### config.mk
export PLATFORM = sky130hd
export DESIGN_NAME = alu_issue_ctrl
export DESIGN_NICKNAME = d
export VERILOG_FILES = /design/src/rtl/alu_issue_ctrl_pkg.sv /design/src/rtl/alu_op_decode.sv /design/src/rtl/alu_issue_ctrl.sv
export SDC_FILE = /design/constraint.sdc
export NUM_CORES = 1
export LEC_CHECK = 0
export CAP_MARGIN = 20
export CORE_AREA = 2 2 187 189
export CTS_BUF_LIST = sky130_fd_sc_hd__clkbuf_2
export DETAILED_ROUTE_END_ITERATION = 8
export DIE_AREA = 0 0 189 191
export GPL_TIMING_DRIVEN = 1
export SETUP_SLACK_MARGIN = 0.3
export SYNTH_ARGS = -nofsm -noshare
export SYNTH_HDL_FRONTEND = slang
export SYNTH_HIERARCHICAL = 1
export SYNTH_SLANG_ARGS = --single-unit
### constraint.sdc
create_clock -name clk -period 1.6 [get_ports clk]
set_input_delay 0.48 -clock clk [delete_from_list [all_inputs] [get_ports clk]]
set_output_delay 0.48 -clock clk [all_outputs]
set_load 0.005 [all_outputs]
### src/rtl/alu_issue_ctrl_pkg.sv
// Shared types for the ALU issue controller: ALU op codes, RV64I opcode/funct fields, FSM states.
// No logic; the only function resolves branch direction from the captured ALU flags.
// Optional feature macro BRANCH_EXT_EN is consumed by alu_op_decode, not here.
package alu_pkg;

    typedef enum logic [3:0] {
        ALU_AND = 4'b0000,
        ALU_OR  = 4'b0001,
        ALU_ADD = 4'b0010,
        ALU_SUB = 4'b0110,
        ALU_SLT = 4'b0111,
        ALU_NOR = 4'b1100
    } alu_op_e;

    typedef enum logic [1:0] {
        IDLE = 2'd0,
        EXEC = 2'd1,
        RESP = 2'd2
    } state_e;

    // How a branch turns the ALU result into taken/not-taken.
    typedef enum logic [1:0] {
        BR_EQ = 2'd0,   // taken when the SUB result is zero
        BR_NE = 2'd1,   // taken when the SUB result is non-zero
        BR_LT = 2'd2,   // taken when SLT returned 1
        BR_GE = 2'd3    // taken when SLT returned 0
    } br_kind_e;

    localparam logic [6:0] OPC_OP     = 7'b0110011;
    localparam logic [6:0] OPC_OP_IMM = 7'b0010011;
    localparam logic [6:0] OPC_LOAD   = 7'b0000011;
    localparam logic [6:0] OPC_STORE  = 7'b0100011;
    localparam logic [6:0] OPC_BRANCH = 7'b1100011;

    localparam logic [2:0] F3_ADD  = 3'b000;
    localparam logic [2:0] F3_SLT  = 3'b010;
    localparam logic [2:0] F3_OR   = 3'b110;
    localparam logic [2:0] F3_AND  = 3'b111;
    localparam logic [2:0] F3_BEQ  = 3'b000;
    localparam logic [2:0] F3_BNE  = 3'b001;
    localparam logic [2:0] F3_BLT  = 3'b100;
    localparam logic [2:0] F3_BGE  = 3'b101;
    localparam logic [2:0] F3_BLTU = 3'b110;
    localparam logic [2:0] F3_BGEU = 3'b111;

    localparam logic [6:0] F7_BASE = 7'b0000000;
    localparam logic [6:0] F7_ALT  = 7'b0100000;

    function automatic logic br_resolve(input br_kind_e kind, input logic zflag, input logic lsb);
        logic taken;
        case (kind)
            BR_EQ:   taken = zflag;
            BR_NE:   taken = !zflag;
            BR_LT:   taken = lsb;
            default: taken = !lsb;
        endcase
        return taken;
    endfunction

endpackage

### src/rtl/alu_op_decode.sv
// Combinational decode of opcode/funct3/funct7 into ALU op, operand selection and branch kind.
// Zero latency; purely combinational.
// No backpressure. With BRANCH_EXT_EN defined, BLT/BGE/BLTU/BGEU decode; otherwise they are illegal.
module alu_op_decode
    import alu_pkg::*;
(
    input  logic [6:0] opcode,
    input  logic [2:0] funct3,
    input  logic [6:0] funct7,
    output alu_op_e    alu_op,
    output logic       use_imm,
    output logic       flip_sign,
    output logic       is_branch,
    output br_kind_e   br_kind,
    output logic       illegal
);

    // Decode table; anything not matched explicitly stays illegal.
    always_comb begin
        alu_op    = ALU_ADD;
        use_imm   = 1'b0;
        flip_sign = 1'b0;
        is_branch = 1'b0;
        br_kind   = BR_EQ;
        illegal   = 1'b1;
        case (opcode)
            OPC_OP: begin
                case (funct3)
                    F3_ADD: begin
                        if (funct7 == F7_BASE) begin
                            alu_op  = ALU_ADD;
                            illegal = 1'b0;
                        end else if (funct7 == F7_ALT) begin
                            alu_op  = ALU_SUB;
                            illegal = 1'b0;
                        end
                    end
                    F3_AND: begin
                        alu_op  = ALU_AND;
                        illegal = (funct7 != F7_BASE);
                    end
                    F3_OR: begin
                        alu_op  = ALU_OR;
                        illegal = (funct7 != F7_BASE);
                    end
                    F3_SLT: begin
                        alu_op    = ALU_SLT;
                        flip_sign = 1'b1;
                        illegal   = (funct7 != F7_BASE);
                    end
                    default: illegal = 1'b1;
                endcase
            end
            OPC_OP_IMM: begin
                use_imm = 1'b1;
                illegal = 1'b0;
                case (funct3)
                    F3_ADD: alu_op = ALU_ADD;
                    F3_AND: alu_op = ALU_AND;
                    F3_OR:  alu_op = ALU_OR;
                    F3_SLT: begin
                        alu_op    = ALU_SLT;
                        flip_sign = 1'b1;
                    end
                    default: illegal = 1'b1;
                endcase
            end
            OPC_LOAD, OPC_STORE: begin
                // Address generation only: rs1 + imm.
                alu_op  = ALU_ADD;
                use_imm = 1'b1;
                illegal = 1'b0;
            end
            OPC_BRANCH: begin
                is_branch = 1'b1;
                illegal   = 1'b0;
                case (funct3)
                    F3_BEQ: begin
                        alu_op  = ALU_SUB;
                        br_kind = BR_EQ;
                    end
                    F3_BNE: begin
                        alu_op  = ALU_SUB;
                        br_kind = BR_NE;
                    end
`ifdef BRANCH_EXT_EN
                    F3_BLT: begin
                        alu_op    = ALU_SLT;
                        flip_sign = 1'b1;
                        br_kind   = BR_LT;
                    end
                    F3_BGE: begin
                        alu_op    = ALU_SLT;
                        flip_sign = 1'b1;
                        br_kind   = BR_GE;
                    end
                    F3_BLTU: begin
                        alu_op  = ALU_SLT;
                        br_kind = BR_LT;
                    end
                    F3_BGEU: begin
                        alu_op  = ALU_SLT;
                        br_kind = BR_GE;
                    end
`endif
                    default: begin
                        is_branch = 1'b0;
                        illegal   = 1'b1;
                    end
                endcase
            end
            default: illegal = 1'b1;
        endcase
    end

endmodule

### src/rtl/alu_issue_ctrl.sv
// Execute-stage driver for an external combinational 64-bit ALU; returns tagged result/zero/branch-taken.
// Legal: operands issued at accept edge N, ALU sampled at N+1, response valid after N+1. Illegal: response after N.
// One op in flight; req_ready only in IDLE, response held stable until rsp_ready. Optional macro: BRANCH_EXT_EN.
module alu_issue_ctrl
    import alu_pkg::*;
#(
    parameter int XLEN  = 64,
    parameter int TAG_W = 4
) (
    input  logic             clk,
    input  logic             rst_n,
    input  logic             req_valid,
    output logic             req_ready,
    input  logic [6:0]       req_opcode,
    input  logic [2:0]       req_funct3,
    input  logic [6:0]       req_funct7,
    input  logic [XLEN-1:0]  req_rs1,
    input  logic [XLEN-1:0]  req_rs2,
    input  logic [XLEN-1:0]  req_imm,
    input  logic [TAG_W-1:0] req_tag,
    output logic [3:0]       alu_op,
    output logic [XLEN-1:0]  alu_in1,
    output logic [XLEN-1:0]  alu_in2,
    input  logic [XLEN-1:0]  alu_out,
    input  logic             alu_zflag,
    output logic             rsp_valid,
    input  logic             rsp_ready,
    output logic [XLEN-1:0]  rsp_result,
    output logic             rsp_zero,
    output logic             rsp_br_taken,
    output logic             rsp_illegal,
    output logic [TAG_W-1:0] rsp_tag
);

    // Inverting the MSB maps signed order onto the ALU's unsigned compare.
    localparam logic [XLEN-1:0] SIGN_BIT = {1'b1, {(XLEN-1){1'b0}}};

    state_e     state;
    state_e     state_next;
    logic       accept;

    alu_op_e    dec_op;
    logic       dec_use_imm;
    logic       dec_flip;
    logic       dec_branch;
    br_kind_e   dec_br_kind;
    logic       dec_illegal;

    alu_op_e    alu_op_q;
    logic       is_branch_q;
    br_kind_e   br_kind_q;
    logic [XLEN-1:0] sign_mask;

    alu_op_decode u_decode (
        .opcode    (req_opcode),
        .funct3    (req_funct3),
        .funct7    (req_funct7),
        .alu_op    (dec_op),
        .use_imm   (dec_use_imm),
        .flip_sign (dec_flip),
        .is_branch (dec_branch),
        .br_kind   (dec_br_kind),
        .illegal   (dec_illegal)
    );

    assign sign_mask = dec_flip ? SIGN_BIT : '0;
    assign alu_op    = alu_op_q;

    // State register; reset drops any in-flight op.
    always_ff @(posedge clk or negedge rst_n) begin
        if (!rst_n) begin
            state <= IDLE;
        end else begin
            state <= state_next;
        end
    end

    // Next-state and handshake outputs.
    always_comb begin
        state_next = state;
        req_ready  = 1'b0;
        rsp_valid  = 1'b0;
        accept     = 1'b0;
        case (state)
            IDLE: begin
                req_ready = 1'b1;
                if (req_valid) begin
                    accept     = 1'b1;
                    state_next = dec_illegal ? RESP : EXEC;
                end
            end
            EXEC: state_next = RESP;
            RESP: begin
                rsp_valid = 1'b1;
                if (rsp_ready) begin
                    state_next = IDLE;
                end
            end
            default: state_next = IDLE;
        endcase
    end

    // ALU issue registers; loaded only for legal requests, hold otherwise.
    always_ff @(posedge clk or negedge rst_n) begin
        if (!rst_n) begin
            alu_op_q    <= ALU_AND;
            alu_in1     <= '0;
            alu_in2     <= '0;
            is_branch_q <= 1'b0;
            br_kind_q   <= BR_EQ;
        end else if (accept && !dec_illegal) begin
            alu_op_q    <= dec_op;
            alu_in1     <= req_rs1 ^ sign_mask;
            alu_in2     <= (dec_use_imm ? req_imm : req_rs2) ^ sign_mask;
            is_branch_q <= dec_branch;
            br_kind_q   <= dec_br_kind;
        end
    end

    // Response registers: tag at accept, result at EXEC (or zeroed at accept for illegal ops).
    always_ff @(posedge clk or negedge rst_n) begin
        if (!rst_n) begin
            rsp_result   <= '0;
            rsp_zero     <= 1'b0;
            rsp_br_taken <= 1'b0;
            rsp_illegal  <= 1'b0;
            rsp_tag      <= '0;
        end else if (accept) begin
            rsp_tag <= req_tag;
            if (dec_illegal) begin
                rsp_result   <= '0;
                rsp_zero     <= 1'b0;
                rsp_br_taken <= 1'b0;
                rsp_illegal  <= 1'b1;
            end
        end else if (state == EXEC) begin
            rsp_result   <= alu_out;
            rsp_zero     <= alu_zflag;
            rsp_br_taken <= is_branch_q && br_resolve(br_kind_q, alu_zflag, alu_out[0]);
            rsp_illegal  <= 1'b0;
        end
    end

endmodule
==> results.md <==
* Outcome: complete, but fails checks
* Violated checks: negative setup slack
* Post-synth EDFFs at 0
* RSZ-0062 raised after global routing: yes
* DR DRC count at 0
* Core footprint at roughly 0.034 mm²
* GRT Overall Usage at between 15 and 20%
* Reg-to-Reg End: alu_in1[37]$_DFFE_PN0P_
* Worst-path fanout max at 6
* RR Startpoint: state[0]$_DFFE_PN0P_
* Psw at about 4.7 mW
* Post-route setup slack at -0.526 ns
* Area delta synth->final at 101%
* Mapped Area at around 0.0085 mm²
* Critical Path Source Type: flop
* Arr. time, crit path at 2.76 ns
* Max VDD drop at between 0.5 and 0.6 mV
* Critical path data required time at between 2 and 2.5 ns
* FF-to-FF setup slack at -0.53 ns
* Wire per inst at about 19 µm
* Main synth FF type: dfrtp_1
* Rows at between 60 and 70
* Final worst-path cycle share at 133%
* Bufs on Longest Clock Path at 3
* Starting Density at between 20% and 30%
* Syn avg cell area at roughly 13 µm²
* Power Total at between 15 and 20 mW
* Syn. warnings at 6
* Max Cap Viol at 0
* Fillers at 3,033
* Critical path class: flop to flop
* F_max at ~0.47 GHz
* Compound-gate portion of the synthesized area at roughly an eighth
* Reg2Reg Depth at 10
* PD cells at between 800 and 900 mW/mm²
* 1st-iter DRT viols at 232
* Largest family of logic cells by synthesized area: multiplexers
* Vias in the first global route at roughly 8,700
* Slew Viols, Final at 0
* Port-buffer cells at roughly 500
* Die Y at 191 µm
* Synth cell types at 37
* Syn Inst Count at 640
* Adder-Cell Fraction of Synth Area at 0%
* Root Driver: clkbuf_2
* Final number of setup-violating endpoints at 409
* Reg clk slew, reported paths at approximately 0.10 ns
* Clock Skew at 0.0573 ns
* Register bit total from synthesis at 208
* First-pass GRT wire length at slightly above 50,000 µm
* Largest net degree at the start of global routing at just under 70
* Hold Path Class: input pin to flop
* Switching fraction of total power at between 30% and 40%
* Final Hold Fails at 0
* DR vias at ~8,400
* Clock net sink count at 208
* Hold_ws at approximately 0.16 ns
* CTS tree: built
* Crit path launch: state[0]$_DFFE_PN0P_
* Most frequent cells in the layout: clkdlybuf4s50_1 (267), dfrtp_1 (207), buf_2 (194)
* Commonest non-fill, non-tap cell in the layout: clkdlybuf4s50_1
* Simple-Gate Fraction of Synth Area at roughly 5.2%
* Int Power at between 10 and 15 mW
* Pleak at ~8.2 nW
* Async S/R FF share, synth at 100%
* Fraction of layout cells with a size suffix above 1 at roughly 53%
* Worst skew pair latency at approximately 0.80 ns
* Ports at slightly below 500
* Setup crit end: alu_in1[37]$_DFFE_PN0P_
* Via density at 4.49
* Final ANT Viol Nets at 0
* Initial antenna violation count at 1
* GPL Wtd Cong at about 0.75
* DP HPWL at 23,100 µm
* Post-Synth XOR/XNOR Area at less than 1%
* Multiplexer share of the synthesized area at 17.5%
* Routed wire length at approximately 36,000 µm
* Reg power frac at around 43%
* Seq/Total Area, Yosys at roughly three fifths
* # nets final at roughly 1,700
* H-Tree Depth at 2
* Total gr overflow at 0
* Clk pwr share at around a quarter
* CP Capture Type: flop
* Comb pwr share at 33.1%
* Cts bufs inserted at 55
* Die area at roughly 0.036 mm²
* Final Critical Period at between 2 and 2.5 ns
* Die width at roughly 190 µm
* First drt pass iteration count at 6
synthesized netlist by cell type (all sizes together), types with 2 or more instances:
cell type	number	area share, %
a21oi	65	3.8
a31oi	2	0.15
a32o	66	7.7
and4bb	2	0.29
buf	38	3.2
clkbuf	15	0.66
dfrtp	208	61
mux2	75	9.9
mux2i	65	7.6
nand2	5	0.22
nand3	2	0.12
nor2	70	3.1
nor2b	4	0.29
o311ai	2	0.20
or2	2	0.15
xnor2	2	0.20
state kept, by name (all words and copies together) (netlist names):
name          flops
alu_op            4
state             2
alu_in2          64
rsp_result       64
alu_in1          64
rsp_zero          1
rsp_illegal       1
br_kind_q         2
rsp_br_taken      1
is_branch_q       1
rsp_tag           4
stage by stage:
stage,area (µm²),TNS (ns),worst slack [ns],util [%],std cells
floorplan,8670,-115.55,-0.720,-,641
global placement,14400,-243.03,-1.29,42.2,1592
detailed placement,14400,-255.92,-1.38,42.2,1592
CTS,15700,-142.79,-0.602,46.1,1774
global route,17200,-154.07,-0.625,50.5,1874
finish,17200,-117.16,-0.526,50.5,1874
critical path, cell delays in order (launching register included):
cell     delay [ns]
dfrtp_2        0.45
buf_6          0.14
buf_6          0.11
buf_6          0.12
nor4b_4        0.28
buf_12         0.16
buf_12         0.11
buf_12         0.12
buf_4          0.11
buf_6          0.08
mux2_4         0.28
cell families after synthesis:
kind of cell	Yosys count
compound gates	139
xor+xnor	3
buf+inv	54
flops	208
mux	140
other cells	1
simple gates	95
worst min path at each step:
stage / start / end / slack [ns] / cells past startpoint
2_1_floorplan: rst_n / alu_in1[0]$_DFFE_PN0P_ / 0.18 / 0
3_3_place_gp: rst_n / alu_in2[49]$_DFFE_PN0P_ / 0.41 / 1
3_5_place_dp: rst_n / alu_in2[49]$_DFFE_PN0P_ / 0.42 / 1
4_1_cts: rst_n / rsp_result[37]$_DFFE_PN0P_ / 0.06 / 2
5_1_grt: req_funct3[1] / alu_op[1]$_DFFE_PN0P_ / 0.05 / 4
6_report: req_funct3[1] / alu_op[1]$_DFFE_PN0P_ / 0.16 / 4
timing repair:
action / in CTS / in global routing
hold buffers: 1 / 0
setup endpoints to repair: 411 / 413
pin swaps: 6 / 32
buffers inserted: 69 / 93
resized for setup: 1006 / 167
hold endpoints to repair: 208 / 0
cloned: 20 / 6
power groups by stage:
stage          clock [mW]  sequential, mW  combinational (mW)
5_1_grt              4.22            6.68                5.46
3_3_place_gp            0            6.63                4.02
6_report             3.73            6.59                5.11
4_1_cts              3.94            6.55                3.99
2_1_floorplan           0            6.68                1.04
3_5_place_dp            0            6.67                4.05
per-layer routing:
metal  global-route usage [%]  up-vias  routed length [µm]
li1                         -     3868                   -
met1                     20.3     4127               13500
met2                     32.2      358               18600
met3                     6.15       57                3000
met4                     4.78        0                 635
met5                        0        -                   0
final cells by class:
type	instances	area [µm²]	share of cell area, %
diodes	1	2.50	0.0145
clock buffers	83	415	2.41
clock inverters	9	61.3	0.356
inverters	1	5.00	0.0291
multi-input cells	379	3980	23.1
flip-flops and latches	208	5210	30.2
well taps	455	569	3.31
repair buffers	738	6980	40.6
(Power assumes the default switching activity.)
